`config.mk`:
```
export PLATFORM = sky130hd
export DESIGN_NAME = uart_frame_loader
export DESIGN_NICKNAME = d
export VERILOG_FILES = /design/src/rtl/uart_frame_loader.sv
export SDC_FILE = /design/constraint.sdc
export NUM_CORES = 1
export LEC_CHECK = 0
export BUFFER_PORTS_ARGS = -buffer_cell sky130_fd_sc_hd__buf_2
export CAP_MARGIN = 20
export CORE_ASPECT_RATIO = 1.75
export CORE_MARGIN = 3
export CORE_UTILIZATION = 50
export DETAILED_ROUTE_END_ITERATION = 10
export PLACE_DENSITY = 0.75
export SKIP_LAST_GASP = 1
export SLEW_MARGIN = 20
export SYNTH_ARGS = -nofsm -noshare
export SYNTH_HDL_FRONTEND = slang
export SYNTH_SLANG_ARGS = --single-unit
```
`constraint.sdc`:
```
create_clock -name clk -period 3.5 [get_ports clk]
set_input_delay 0.35 -clock clk [delete_from_list [all_inputs] [get_ports clk]]
set_output_delay 0.35 -clock clk [all_outputs]
set_load 0.05 [all_outputs]
```
`src/rtl/uart_frame_loader.sv`:
```
// UART-to-SDRAM write stage: pairs received bytes little-endian into 16-bit words and
// queues them with sequential word addresses; tracks frame load progress.
module uart_frame_loader #(
  parameter int WORDS   = 19222,
  parameter int ADDR_W  = 24,
  parameter int TIMEOUT = 65536,
  parameter int DEPTH   = 4
) (
  input  logic              clk,
  input  logic              rst_n,
  input  logic              rx_dv,
  input  logic [7:0]        rx_byte,
  input  logic              busy,
  input  logic              clr_overflow,
  output logic [ADDR_W-1:0] wr_addr,
  output logic [15:0]       wr_data,
  output logic              wr_enable,
  output logic              loading,
  output logic              frame_done,
  output logic              frame_abort,
  output logic              overflow,
  output logic [1:0]        dbg_state
);

  localparam int PTR_W  = (DEPTH > 1) ? $clog2(DEPTH) : 1;
  localparam int CNT_W  = $clog2(DEPTH + 1);
  localparam int IDLE_W = (TIMEOUT > 1) ? $clog2(TIMEOUT) : 1;
  localparam logic [ADDR_W-1:0] LAST_ADDR = ADDR_W'(WORDS - 1);
  localparam logic [IDLE_W-1:0] IDLE_LAST = IDLE_W'(TIMEOUT - 1);
  localparam logic [CNT_W-1:0]  FULL_CNT  = CNT_W'(DEPTH);

  typedef enum logic [1:0] {
    S_IDLE  = 2'd0,
    S_LOAD  = 2'd1,
    S_DRAIN = 2'd2
  } state_t;

  state_t r_state, w_state_next;

  logic                 r_phase;
  logic [7:0]           r_low;
  logic [ADDR_W-1:0]    r_wcnt;
  logic [IDLE_W-1:0]    r_idle;
  logic [ADDR_W+15:0]   r_mem [DEPTH];
  logic [PTR_W-1:0]     r_wptr, r_rptr;
  logic [CNT_W-1:0]     r_count;
  logic                 r_done, r_abort, r_ovf;

  logic                 w_push_req, w_push, w_pop, w_full, w_drop;
  logic                 w_counting, w_timeout, w_last, w_phase_next, w_done_set;
  logic [CNT_W-1:0]     w_count_next;
  logic [ADDR_W+15:0]   w_head;

  // Write handshake: head is valid while the FIFO holds a word; it is consumed in any
  // cycle where wr_enable=1 and busy=0, and held unchanged otherwise.
  assign wr_enable    = (r_count != '0);
  assign w_pop        = wr_enable & ~busy;
  assign w_full       = (r_count == FULL_CNT);
  assign w_push_req   = rx_dv & r_phase;
  assign w_push       = w_push_req & (~w_full | w_pop);
  assign w_drop       = w_push_req & w_full & ~w_pop;
  assign w_last       = w_push_req & (r_wcnt == LAST_ADDR);
  assign w_counting   = (r_state == S_LOAD) | r_phase;
  assign w_timeout    = w_counting & ~rx_dv & (r_idle == IDLE_LAST);
  assign w_count_next = r_count + CNT_W'(w_push) - CNT_W'(w_pop);
  assign w_phase_next = rx_dv ? ~r_phase : (w_timeout ? 1'b0 : r_phase);

  assign w_head      = r_mem[r_rptr];
  assign wr_addr     = wr_enable ? w_head[ADDR_W+15:16] : '0;
  assign wr_data     = wr_enable ? w_head[15:0] : '0;
  assign loading     = (r_state != S_IDLE);
  assign frame_done  = r_done;
  assign frame_abort = r_abort;
  assign overflow    = r_ovf;
  assign dbg_state   = r_state;

  always_comb begin
    w_state_next = r_state;
    w_done_set   = 1'b0;
    if (w_timeout) begin
      // An abort during DRAIN must not lose the already completed frame.
      w_state_next = (r_state == S_DRAIN) ? S_DRAIN : S_IDLE;
    end else begin
      case (r_state)
        S_IDLE:  if (rx_dv) w_state_next = S_LOAD;
        S_LOAD:  if (w_last) w_state_next = S_DRAIN;
        S_DRAIN: begin
          if (w_count_next == '0) begin
            w_done_set   = 1'b1;
            w_state_next = w_phase_next ? S_LOAD : S_IDLE;
          end
        end
        default: w_state_next = S_IDLE;
      endcase
    end
  end

  always_ff @(posedge clk or negedge rst_n) begin
    if (!rst_n) begin
      r_state <= S_IDLE;
      r_done  <= 1'b0;
      r_abort <= 1'b0;
      r_ovf   <= 1'b0;
    end else begin
      r_state <= w_state_next;
      r_done  <= w_done_set;
      r_abort <= w_timeout;
      if (w_drop)            r_ovf <= 1'b1;
      else if (clr_overflow) r_ovf <= 1'b0;
    end
  end

  always_ff @(posedge clk or negedge rst_n) begin
    if (!rst_n) begin
      r_phase <= 1'b0;
      r_low   <= '0;
      r_wcnt  <= '0;
      r_idle  <= '0;
    end else begin
      r_phase <= w_phase_next;
      if (rx_dv && !r_phase) r_low <= rx_byte;
      // A dropped word still consumes its address so later words stay aligned.
      if (w_timeout)       r_wcnt <= '0;
      else if (w_push_req) r_wcnt <= w_last ? '0 : r_wcnt + 1'b1;
      if (rx_dv || w_timeout || !w_counting) r_idle <= '0;
      else                                   r_idle <= r_idle + 1'b1;
    end
  end

  always_ff @(posedge clk or negedge rst_n) begin
    if (!rst_n) begin
      r_wptr  <= '0;
      r_rptr  <= '0;
      r_count <= '0;
    end else begin
      if (w_push) r_wptr <= r_wptr + 1'b1;
      if (w_pop)  r_rptr <= r_rptr + 1'b1;
      r_count <= w_count_next;
    end
  end

  always_ff @(posedge clk) begin
    if (w_push) r_mem[r_wptr] <= {r_wcnt, rx_byte, r_low};
  end

endmodule
```
Word-level counts from Yosys, hierarchy flattened
Memories as Yosys holds them, arrays and structs flattened. Cells that the tools add are included.

Multiplexer cells: 22. Bitwise logic cells: 15. Eq/ne operators: 8. Add/subtract/negate cells: 6. Reduce and logical (&&, ||, !) cells: 12.

Operator list (number): 2-to-1 mux 24 bit (4); 2-to-1 mux 16 bit (2); adder 24 x 1 -> 24 bit (second input constant) (1); equality test 24 x 15 -> 1 bit (second input constant) (1); adder 16 x 1 -> 16 bit (second input constant) (1); equality test 16 bit (second input constant) (1); 2-to-1 mux 1 bit (10); 2-to-1 mux 2 bit (5); bitwise AND 1 bit (8); != test 3 bit (second input constant) (2); case mux 2 bit (3 select lines) (1); nonzero test 2 bit (3); inverter 1 bit (5); adder 2 x 1 -> 2 bit (second input constant) (2); adder 3 x 1 -> 3 bit (1); equality test 3 bit (second input constant) (1); logical NOT 3 bit (1); != test 3 x 2 -> 1 bit (second input constant) (1); AND reduction 3 bit (1); nonzero test 3 bit (1); subtractor 3 x 1 -> 3 bit (1); equality test 2 x 1 -> 1 bit (second input constant) (1); equality test 2 bit (second input constant) (1); logical NOT 1 bit (2); other kinds (4) (6).

Word-level logic and storage cells: 75. Memories: 1. Bits in registers: 61. Output and inout bits: 47. Memory bits (writable): 160.

Memories: r_mem (depth 4, width 40, rd ports 1, clocked after Yosys merged registers in 0, write ports 1, RTL line 44) `logic [ADDR_W+15:0] r_mem [DEPTH];`.

Logic depth before layout (Yosys ltp)
Gate-level depths: netlist of the first run.

Depth after elaboration: 10. Depth in mapped cells: 12. Mapped depth without buffers: 12.

Worst setup path after synthesis of the first run
Ideal clock, no wire load.

Path type: register -> register. Start point: register r_phase. End point: register r_state[0], in the netlist dbg_state[0]. Data required time: 3403 ps. Slack: 609 ps. Path buffers: 0. Setup time: 97 ps. Data arrival time: 2794 ps. Stages on the path, launching flop included: 13. Cell sequence: dfrtp_1 nand2_2 a31oi_1 inv_1 ha_1 inv_1 ha_1 fa_1 xor2_1 xnor2_1 o31a_1 or4_1 o31ai_1.

Elaborated cells on any way between the ends: 20. Classes of those cells: add/sub: 2; eq/ne: 3; mux: 6; bitwise: 7; reduce/logical: 2.

RTL lines: start: declaration (RTL line 40) `logic r_phase;`; start signal: assignment (RTL line 120) `r_phase <= w_phase_next;`; bitwise AND 1 bit (RTL line 59) `assign w_push_req = rx_dv & r_phase;`; bitwise AND 1 bit (RTL line 60) `assign w_push = w_push_req & (~w_full | w_pop);`; adder 3 x 1 -> 3 bit (RTL line 65) `assign w_count_next = r_count + CNT_W'(w_push) - CNT_W'(w_pop);`; subtractor 3 x 1 -> 3 bit (RTL line 65); named net w_count_next[2] (RTL line 51) `logic [CNT_W-1:0] w_count_next;`; logical NOT 3 bit (RTL line 88) `if (w_count_next == '0) begin`; != test 3 x 2 -> 1 bit (no source line); AND reduction 3 bit (no source line); end signal: assignment (RTL line 105) `r_state <= w_state_next;`; end: declaration (RTL line 38) `state_t r_state, w_state_next;`.

The timed path passes the listed nets, and every way through them passes these cells. The select of a mux whose other input is x is not followed. A chain may end at the register's enable or synchronous reset.

Worst setup path after layout of the first run
Ends and elaborated chain as after synthesis.

==> results.ini, run 1 <==
[cts]
htree_levels=1
root_buffer=clkbuf_16
cts_tree=yes
cts_buffers=19
clkSlewWorstSetupHoldPaths_ps=60
clock-sinks=221
clock_latency_ps=480
postCtsSetupBuffers=0
clockBufferDepth=3

[placement]
dpl_cell_area_um2=9847
gp_congestion=0.8090
post-dp-hpwl_um=11550
dpl_worst_slack_ps=441.9
numPortBuffers=59

[job]
drv_cap=0

[critical_path]
worstPathMaxFanout=8
slowest_delay_ps=440
crit_arrival_ps=3410
endpoint_kind=register
critical_path.slowest_cell=dfrtp_1
required_ps=3880
crit_type=reg2reg
cp-start-kind=register
worstSetupStartpoint=r_phase$_DFF_PN0_
crit_chain=nand2_2 > a31oi_1 > inv_1 > ha_1 > inv_1 > ha_1 > fa_1 > xor2_1 > xnor2_1 > o31a_1 > or4_1 > o31ai_1
r2r_cells=12
crit_path_end=dbg_state[0]$_DFFE_PN0P_
regToRegStartpoint=r_phase$_DFF_PN0_
timing.rr.end=dbg_state[0]$_DFFE_PN0P_
r2r_slack_ps=470

[sta]
slew_viol_final=0
setup_ws_ps=473.8
finalCritPeriodShare_pct=86.46
setup_tns_ps=0
hold_violations=0
tightest_slew_ps=797.6
setup_violations=0
max_freq_mhz=330.4
relSlewSlack_pct=46.83
skew_ps=10.14
fin_crit_ps=3026
grt_setup_unrepaired=no

[cells_and_area]
final_area_um2=10470
syn2layout_area_growth_pct=13.60
drive_gt1_share_pct=25.72
nets=671
nFillCells=1410
insertedDiodeCount=0
utilization_pct=58.01

[synthesis]
synthFlopType=edfxtp_1
synth.cell_area_um2=9220
yosys_warnings=0
synth_async_sr_flop_share_pct=27.60
syn_avg_cell_area_um2=16.06
syn_inst=574
synth.distinct_cells=52
yosysSeqAreaShare_pct=68.67
synth-edff-count=160
ys_seq_elements=221
synthesis.nets=597

[pwr]
power.switching_uw=3132
p_int_uw=5330
swShare_pct=37.01
p_comb_share_pct=35.7
ir_worst_vdd_mv=0.5350
pwr-share-clk_pct=24.4
seq_power_share_pct=39.9
p_per_area_nw_per_um2=808.0
total_power_uw=8463
leakage_uw=0.003837

[global_route]
grtUsageMet3_pct=2.117
grt_util_met1_pct=20.95
grt_pass1_wl_um=28500
globalRoute.totalOverflow=0
antenna_found_initial=0
grt_usage_pct=18.25
grt-busiest-layer=met2
grt_pass1_vias=5561
grt_max_degree=42
grt_use_met2_pct=34.75

[route]
drc=0
vias=5141
ant_nets=0
drtIter0Drc=409
via_per_inst=5.744
first_pass_iters=8
routedWlPerCell_um=19.73
finalWirelength_um=17660

[floorplanning]
dieHeight_um=185.6
initial_core_util_pct=51.07
die-area_um2=20170
io_pins=60
row_count=65
fp.coreArea_um2=18050
die-width_um=108.7

[run_status]
status=finished clean

[min_path]
hp-class=in2reg

repair_timing:
action                    4_1_cts  5_1_grt
resized for setup               0        0
hold endpoints to repair       28        0
hold buffers                    1        0
placed cells by master (no fill, tap or decap), types with 12 or more instances in the layout:
cell type | synthesis | final
nand2_1 | 24 | 24
clkbuf_16 | 0 | 19
nor2b_1 | 44 | 44
inv_1 | 12 | 12
o31ai_1 | 14 | 14
nor2_1 | 30 | 30
buf_2 | 5 | 59
nand3_1 | 15 | 15
dfrtp_1 | 61 | 60
or4_1 | 12 | 12
edfxtp_1 | 160 | 160
buf_4 | 1 | 15
mux4_2 | 40 | 40
a21oi_1 | 16 | 16
xor2_1 | 12 | 12
cell families (layout without fill, tap and decap cells):
family / after synthesis / after routing / synth area share, %
AOI/OAI and AO/OA: 50 / 50 / 3.800
xor gates and xnor gates: 22 / 22 / 2.090
adders and majority gates: 10 / 10 / 1.438
buffers and inverters: 35 / 122 / 1.628
DFF: 221 / 221 / 68.67
muxes: 49 / 49 / 10.86
and+or+nand+nor: 187 / 187 / 11.52
power groups by stage:
stage	Sequential [µW]	Combinational, µW	Clock (µW)
6_report	3380	3020	2070
5_1_grt	3410	3240	2220
4_1_cts	3380	3080	2120
3_5_place_dp	3430	3070	0
3_3_place_gp	3390	3020	0
2_1_floorplan	3310	2440	0
how the worst min path moves through the flow:
stage                       from                       end  slack, ps  cells past startpoint
floorplan                  rst_n  dbg_state[0]$_DFFE_PN0P_         50                      0
global placement           rst_n       r_idle[7]$_DFF_PN0_        450                      1
detailed placement         rst_n       r_idle[8]$_DFF_PN0_        450                      1
CTS                 clr_overflow      overflow$_DFFE_PN0P_         70                      2
global route          rx_byte[3]    r_mem[1][11]$_DFFE_PP_         90                      1
finish              clr_overflow      overflow$_DFFE_PN0P_         80                      2
Yosys cell counts, types with 7 or more instances:
cell	instances	area (µm²)
edfxtp_1	160	4805
dfrtp_1	61	1526
nor2b_1	44	275.3
mux4_2	40	900.9
nor2_1	30	112.6
nand2_1	24	90.09
a21oi_1	16	80.08
nand3_1	15	75.07
o31ai_1	14	105.1
inv_1	12	45.04
or4_1	12	90.09
xor2_1	12	105.1
clkbuf_1	11	41.29
and3_1	10	62.56
nor3_1	10	50.05
xnor2_1	10	87.58
ha_1	9	112.6
mux2_2	8	90.09
and2_1	7	43.79
nand4_1	7	43.79
area by class of cell:
class                           instances  area (µm²)  share of cell area [%]
Clock buffer                           24       514.2                   4.910
Timing Repair Buffer                   76       437.9                   4.181
Tap cell                              234       292.8                   2.795
Sequential cell                       221        6332                   60.46
Clock inverter                         10       102.6                  0.9796
Multi-Input combinational cell        318        2749                   26.25
Inverter                               12       45.04                  0.4301
critical path, delay by kind of cell, from the launching register on:
family                     cells  cell delay [ps]
and+or+nand+nor                2              560
buffers and inverters          2              120
adders and majority gates      3              880
AOI/OAI and AO/OA              3              570
xor gates and xnor gates       2              350
DFF                            1              440
layer usage:
layer / wire length, µm / vias to the layer above
li1: - / 2346
met1: 6363 / 2616
met2: 10110 / 147
met3: 808 / 32
met4: 375 / 0
met5: 0 / -
registers in the layout, indices dropped and copies added, names as in the netlist:
name and count:
r_low 8, overflow 1, frame_done 1, r_mem 160
r_wptr 2, dbg_state 2, r_rptr 2, r_count 3
r_phase 1, r_wcnt 24, frame_abort 1, r_idle 16
stage by stage:
stage	hold slack, ps	instances
finish	80.63	895
detailed placement	451.7	860
floorplan	54.41	574
global placement	449.2	860
global route	86.50	895
CTS	66.91	895
Power figures use the tool's default switching activity.
==> inputs of run 2 (changes only) <==
RECOVER_POWER = 25   (was default)
==> results.ini, run 2 (synthesis gave the netlist of run 1 again) <==
[floorplanning]
io_pins=60
die-width_um=108.7
dieHeight_um=185.6
die-area_um2=20170
row_count=65
fp.coreArea_um2=18050
initial_core_util_pct=51.07

[global_route]
grt_pass1_vias=5561
globalRoute.totalOverflow=0
grt_pass1_wl_um=28500
antenna_found_initial=0
grt_usage_pct=18.25
grt_use_met2_pct=34.75
grt_util_met1_pct=20.95
grtUsageMet3_pct=2.117
grt-busiest-layer=met2
grt_max_degree=42

[pwr]
leakage_uw=0.003815
ir_worst_vdd_mv=0.5344
p_per_area_nw_per_um2=808.6

[run_status]
status=finished clean

[critical_path]
timing.rr.end=dbg_state[0]$_DFFE_PN0P_
crit_path_end=dbg_state[0]$_DFFE_PN0P_
cp-start-kind=register
worstPathMaxFanout=8
crit_arrival_ps=3400
required_ps=3880
r2r_slack_ps=480
worstSetupStartpoint=r_phase$_DFF_PN0_
regToRegStartpoint=r_phase$_DFF_PN0_
endpoint_kind=register
r2r_cells=12
crit_type=reg2reg

[sta]
max_freq_mhz=330.9
relSlewSlack_pct=47.51
tightest_slew_ps=787.3
setup_violations=0
slew_viol_final=0
hold_violations=0
finalCritPeriodShare_pct=86.35
fin_crit_ps=3022
setup_tns_ps=0
grt_setup_unrepaired=no
skew_ps=11.08

[route]
via_per_inst=5.677
ant_nets=0
drtIter0Drc=388
vias=5081
first_pass_iters=5
routedWlPerCell_um=19.68
drc=0
finalWirelength_um=17610

[cts]
clock-sinks=221
htree_levels=1
clkSlewWorstSetupHoldPaths_ps=60
cts_buffers=19
clock_latency_ps=480
clockBufferDepth=3
cts_tree=yes
root_buffer=clkbuf_16

[placement]
post-dp-hpwl_um=11550
numPortBuffers=59
gp_congestion=0.8090
dp.cells=860

[cells_and_area]
final-seq-area_um2=6332
reg_top3=r_mem x160, r_wcnt x24, r_idle x16
final_cell_mix=edfxtp_1, dfrtp_1, buf_2
nFillCells=1413
top_register=r_mem
nets=671
syn2layout_area_growth_pct=13.49
insertedDiodeCount=0
largest_register_ffs=160
stdcell_count=895
drive_gt1_share_pct=24.51
multi_input_area_um2=2749
layout_commonest_cell=edfxtp_1

[min_path]
hp-class=in2reg

[job]
drv_cap=0

run 2: worst min-delay path by stage:
stage / from / endpoint / slack [ps] / cells past startpoint
2_1_floorplan: rst_n / dbg_state[0]$_DFFE_PN0P_ / 50 / 0
3_3_place_gp: rst_n / r_idle[7]$_DFF_PN0_ / 450 / 1
3_5_place_dp: rst_n / r_idle[8]$_DFF_PN0_ / 450 / 1
4_1_cts: clr_overflow / overflow$_DFFE_PN0P_ / 70 / 2
5_1_grt: clr_overflow / overflow$_DFFE_PN0P_ / 90 / 2
6_report: clr_overflow / overflow$_DFFE_PN0P_ / 80 / 2
run 2: worst max-delay path, stage by stage, from the launching register on:
cell and delay (ps):
dfrtp_1 440, nand2_2 160, a31oi_1 240, inv_1 80, ha_1 290, inv_1 40
ha_1 180, fa_1 410, xor2_1 170, xnor2_1 180, o31a_1 250, or4_1 400
o31ai_1 80
run 2: what timing repair did:
item,in CTS,in global routing
endpoints found under the hold margin,28,0
hold buffers,1,0
setup endpoints to repair,0,0
setup buffers,0,0
resized for setup,0,0
run 2: report_power, final:
group | internal (µW) | total, µW | switching [µW]
logic | 993 | 3020 | 2020
clock network | 1190 | 2070 | 876
registers | 3140 | 3380 | 233
run 2: cell type report:
class,instances,area share (%)
tap,234,2.798
inverter,12,0.4305
clock buffer,24,4.914
sequential,221,60.52
clock inverter,10,0.9805
timing repair buffer,76,4.089
multi-input combinational,318,26.27
run 2: per-stage QoR:
step           instance area, µm²  setup slack [ps]  hold slack [ps]  utilization (%)  total power, µW
3_3_place_gp                 9847             632.3            449.2            54.54             6416
6_report                    10460             477.7            81.11            57.96             8461
2_1_floorplan                9220             609.2            54.41                -             5747
4_1_cts                     10470             458.1            66.91            58.01             8576
5_1_grt                     10460             247.3            87.94            57.96             8865
3_5_place_dp                 9847             441.9            451.7            54.54             6503
run 2: routing by layer:
layer / share of wire (%) / up-vias / wire [µm]
met5: 0 / - / 0
met4: 2.3 / 0 / 399
met3: 5.1 / 28 / 904
met2: 57 / 158 / 9973
met1: 36 / 2553 / 6334
li1: - / 2342 / -
==> inputs of run 3 (changes only) <==
ABC_AREA = 1   (was default)
CAP_MARGIN = default   (was 20)
==> results.ini, run 3 <==
[cts]
cts_resized=0
root_buffer=clkbuf_16
cts_buffers=19
clkSlewWorstSetupHoldPaths_ps=70
htree_levels=1
cts_tree=yes
clockBufferDepth=3
clock-sinks=221
clock_latency_ps=480

[floorplanning]
io_pins=60
row_count=66
die-area_um2=21020
fp.coreArea_um2=18750
die-width_um=110.9
dieHeight_um=189.6
initial_core_util_pct=51.35

[critical_path]
r2r_slack_ps=890
endpoint_kind=output port
crit_type=reg2out
worstPathMaxFanout=41
crit_arrival_ps=2710
cp-start-kind=register
required_ps=3150

[sta]
relSlewSlack_pct=39.03
tightest_slew_ps=909.0
whs_ps=74.07
setup_tns_ps=0
grt_setup_unrepaired=no
max_freq_mhz=326.8
slew_viol_final=0
hold_violations=0
setup_violations=0
skew_ps=7.099
finalCritPeriodShare_pct=87.44
fin_crit_ps=3060

[placement]
numPortBuffers=59
post-dp-hpwl_um=13410
gp_congestion=0.9545

[route]
ant_nets=0
routed.top_layer=met4
dr_wl_met3_um=938
first_pass_iters=5
finalWirelength_um=21020
routedWlPerCell_um=17.10
vias=6757
drt-met1-wl_um=7939
drc=0
via_per_inst=5.498
drtIter0Drc=463
dr_wl_met2_um=11350

[cells_and_area]
syn2layout_area_growth_pct=12.41
nFillCells=1546
nets=1001
largest_register_ffs=160
final-seq-area_um2=6332
drive_gt1_share_pct=12.41
final_cell_mix=nor2_1, edfxtp_1, nand2_1
insertedDiodeCount=0
multi_input_area_um2=2947
layout_commonest_cell=nor2_1
top_register=r_mem
reg_top3=r_mem x160, r_wcnt x24, r_idle x16

[synthesis]
ys_seq_elements=221
synth-edff-count=160
syn_avg_cell_area_um2=10.48
synthFlopType=edfxtp_1
synth.cell_area_um2=9627
synth_common_cells=nor2_1, edfxtp_1, nand2_1
synth.distinct_cells=39
synth_async_sr_flop_share_pct=27.60
synthMostInstantiatedCell=nor2_1
synthesis.nets=942
syn_inst=919
yosysSeqAreaShare_pct=65.77
synth_top_area_cell=edfxtp_1
yosys_warnings=0
ys_top_cells_by_area=edfxtp_1, dfrtp_1, nor2_1, o21ai_0, nand2_1
yosysTopAreaCellShare_pct=49.91

[run_status]
status=finished clean

[global_route]
grt_pass1_vias=6765
antenna_found_initial=0
globalRoute.totalOverflow=0
grt_usage_pct=19.77
grt_max_degree=83
grt_pass1_wl_um=33800

[job]
drv_cap=0

[pwr]
p_per_area_nw_per_um2=867.8
leakage_uw=0.004165
total_power_uw=9391
ir_worst_vdd_mv=0.5560

[min_path]
hp-class=in2reg

[run 3: metal layers]
metal,up-vias,global-route usage [%]
li1,3265,-
met1,3234,21.63
met2,202,37.75
met3,56,2.642
met4,0,8.677
met5,-,0
[run 3: kinds of logic (layout without fill, tap and decap cells)]
| logic type | count (synthesis) | after routing | share of synthesized area (%) |
|---|---|---|---|
| xor+xnor | 11 | 11 | 1.001 |
| fa+ha+maj | 10 | 10 | 1.378 |
| buf+inv | 96 | 168 | 3.938 |
| simple gates | 415 | 415 | 18.47 |
| compound gates | 158 | 158 | 8.513 |
| flops | 221 | 221 | 65.77 |
| mux | 8 | 8 | 0.9358 |
[run 3: cell type report]
type | count | area share [%]
multi-input cells | 602 | 27.23
clock buffers | 25 | 4.694
repair buffers | 73 | 3.746
inverters | 61 | 2.116
well taps | 238 | 2.752
clock inverters | 9 | 0.9481
flip-flops and latches | 221 | 58.52
[run 3: where the power goes]
group | total [µW] | leakage [µW] | internal, µW | switching [µW]
logic | 3850 | 0.00166 | 899 | 2950
clock network | 2060 | 0.000291 | 1180 | 879
registers | 3490 | 0.00221 | 3230 | 262
[run 3: path summary, 6_finish.rpt]
kind	start	endpoint	depth (start not counted)
setup / recovery	r_rptr[1]$_DFFE_PN0P_	wr_addr[11]	7
hold / removal	clr_overflow	overflow$_DFFE_PN0P_	2
setup reg to reg	r_phase$_DFF_PN0_	dbg_state[0]$_DFFE_PN0P_	15
hold reg to reg	r_idle[0]$_DFF_PN0_	r_idle[0]$_DFF_PN0_	1
max in group asynchronous	rst_n	r_wcnt[9]$_DFFE_PN0P_	3
min in group asynchronous	rst_n	r_low[7]$_DFFE_PN0P_	2
[run 3: repair_timing]
item	in CTS	in global routing
hold buffers	1	0
hold endpoints to repair	26	0
setup endpoints to repair	0	0
setup buffers	0	0
[run 3: critical path, stage by stage, from the launching register on]
cell,delay [ps]
dfrtp_1,320
buf_4,450
inv_1,290
buf_4,330
nor2_1,200
o21ai_1,110
a21oi_1,210
buf_2,300
[run 3: metrics by stage]
stage          setup slack (ps)  instances  utilization (%)  cell area (µm²)
6_report                  439.8       1229            57.73            10820
2_1_floorplan             572.9        919                -             9627
5_1_grt                   292.6       1229            57.73            10820
4_1_cts                   443.6       1229            57.78            10830
3_5_place_dp              771.6       1194            54.47            10210
3_3_place_gp              846.8       1194            54.47            10210
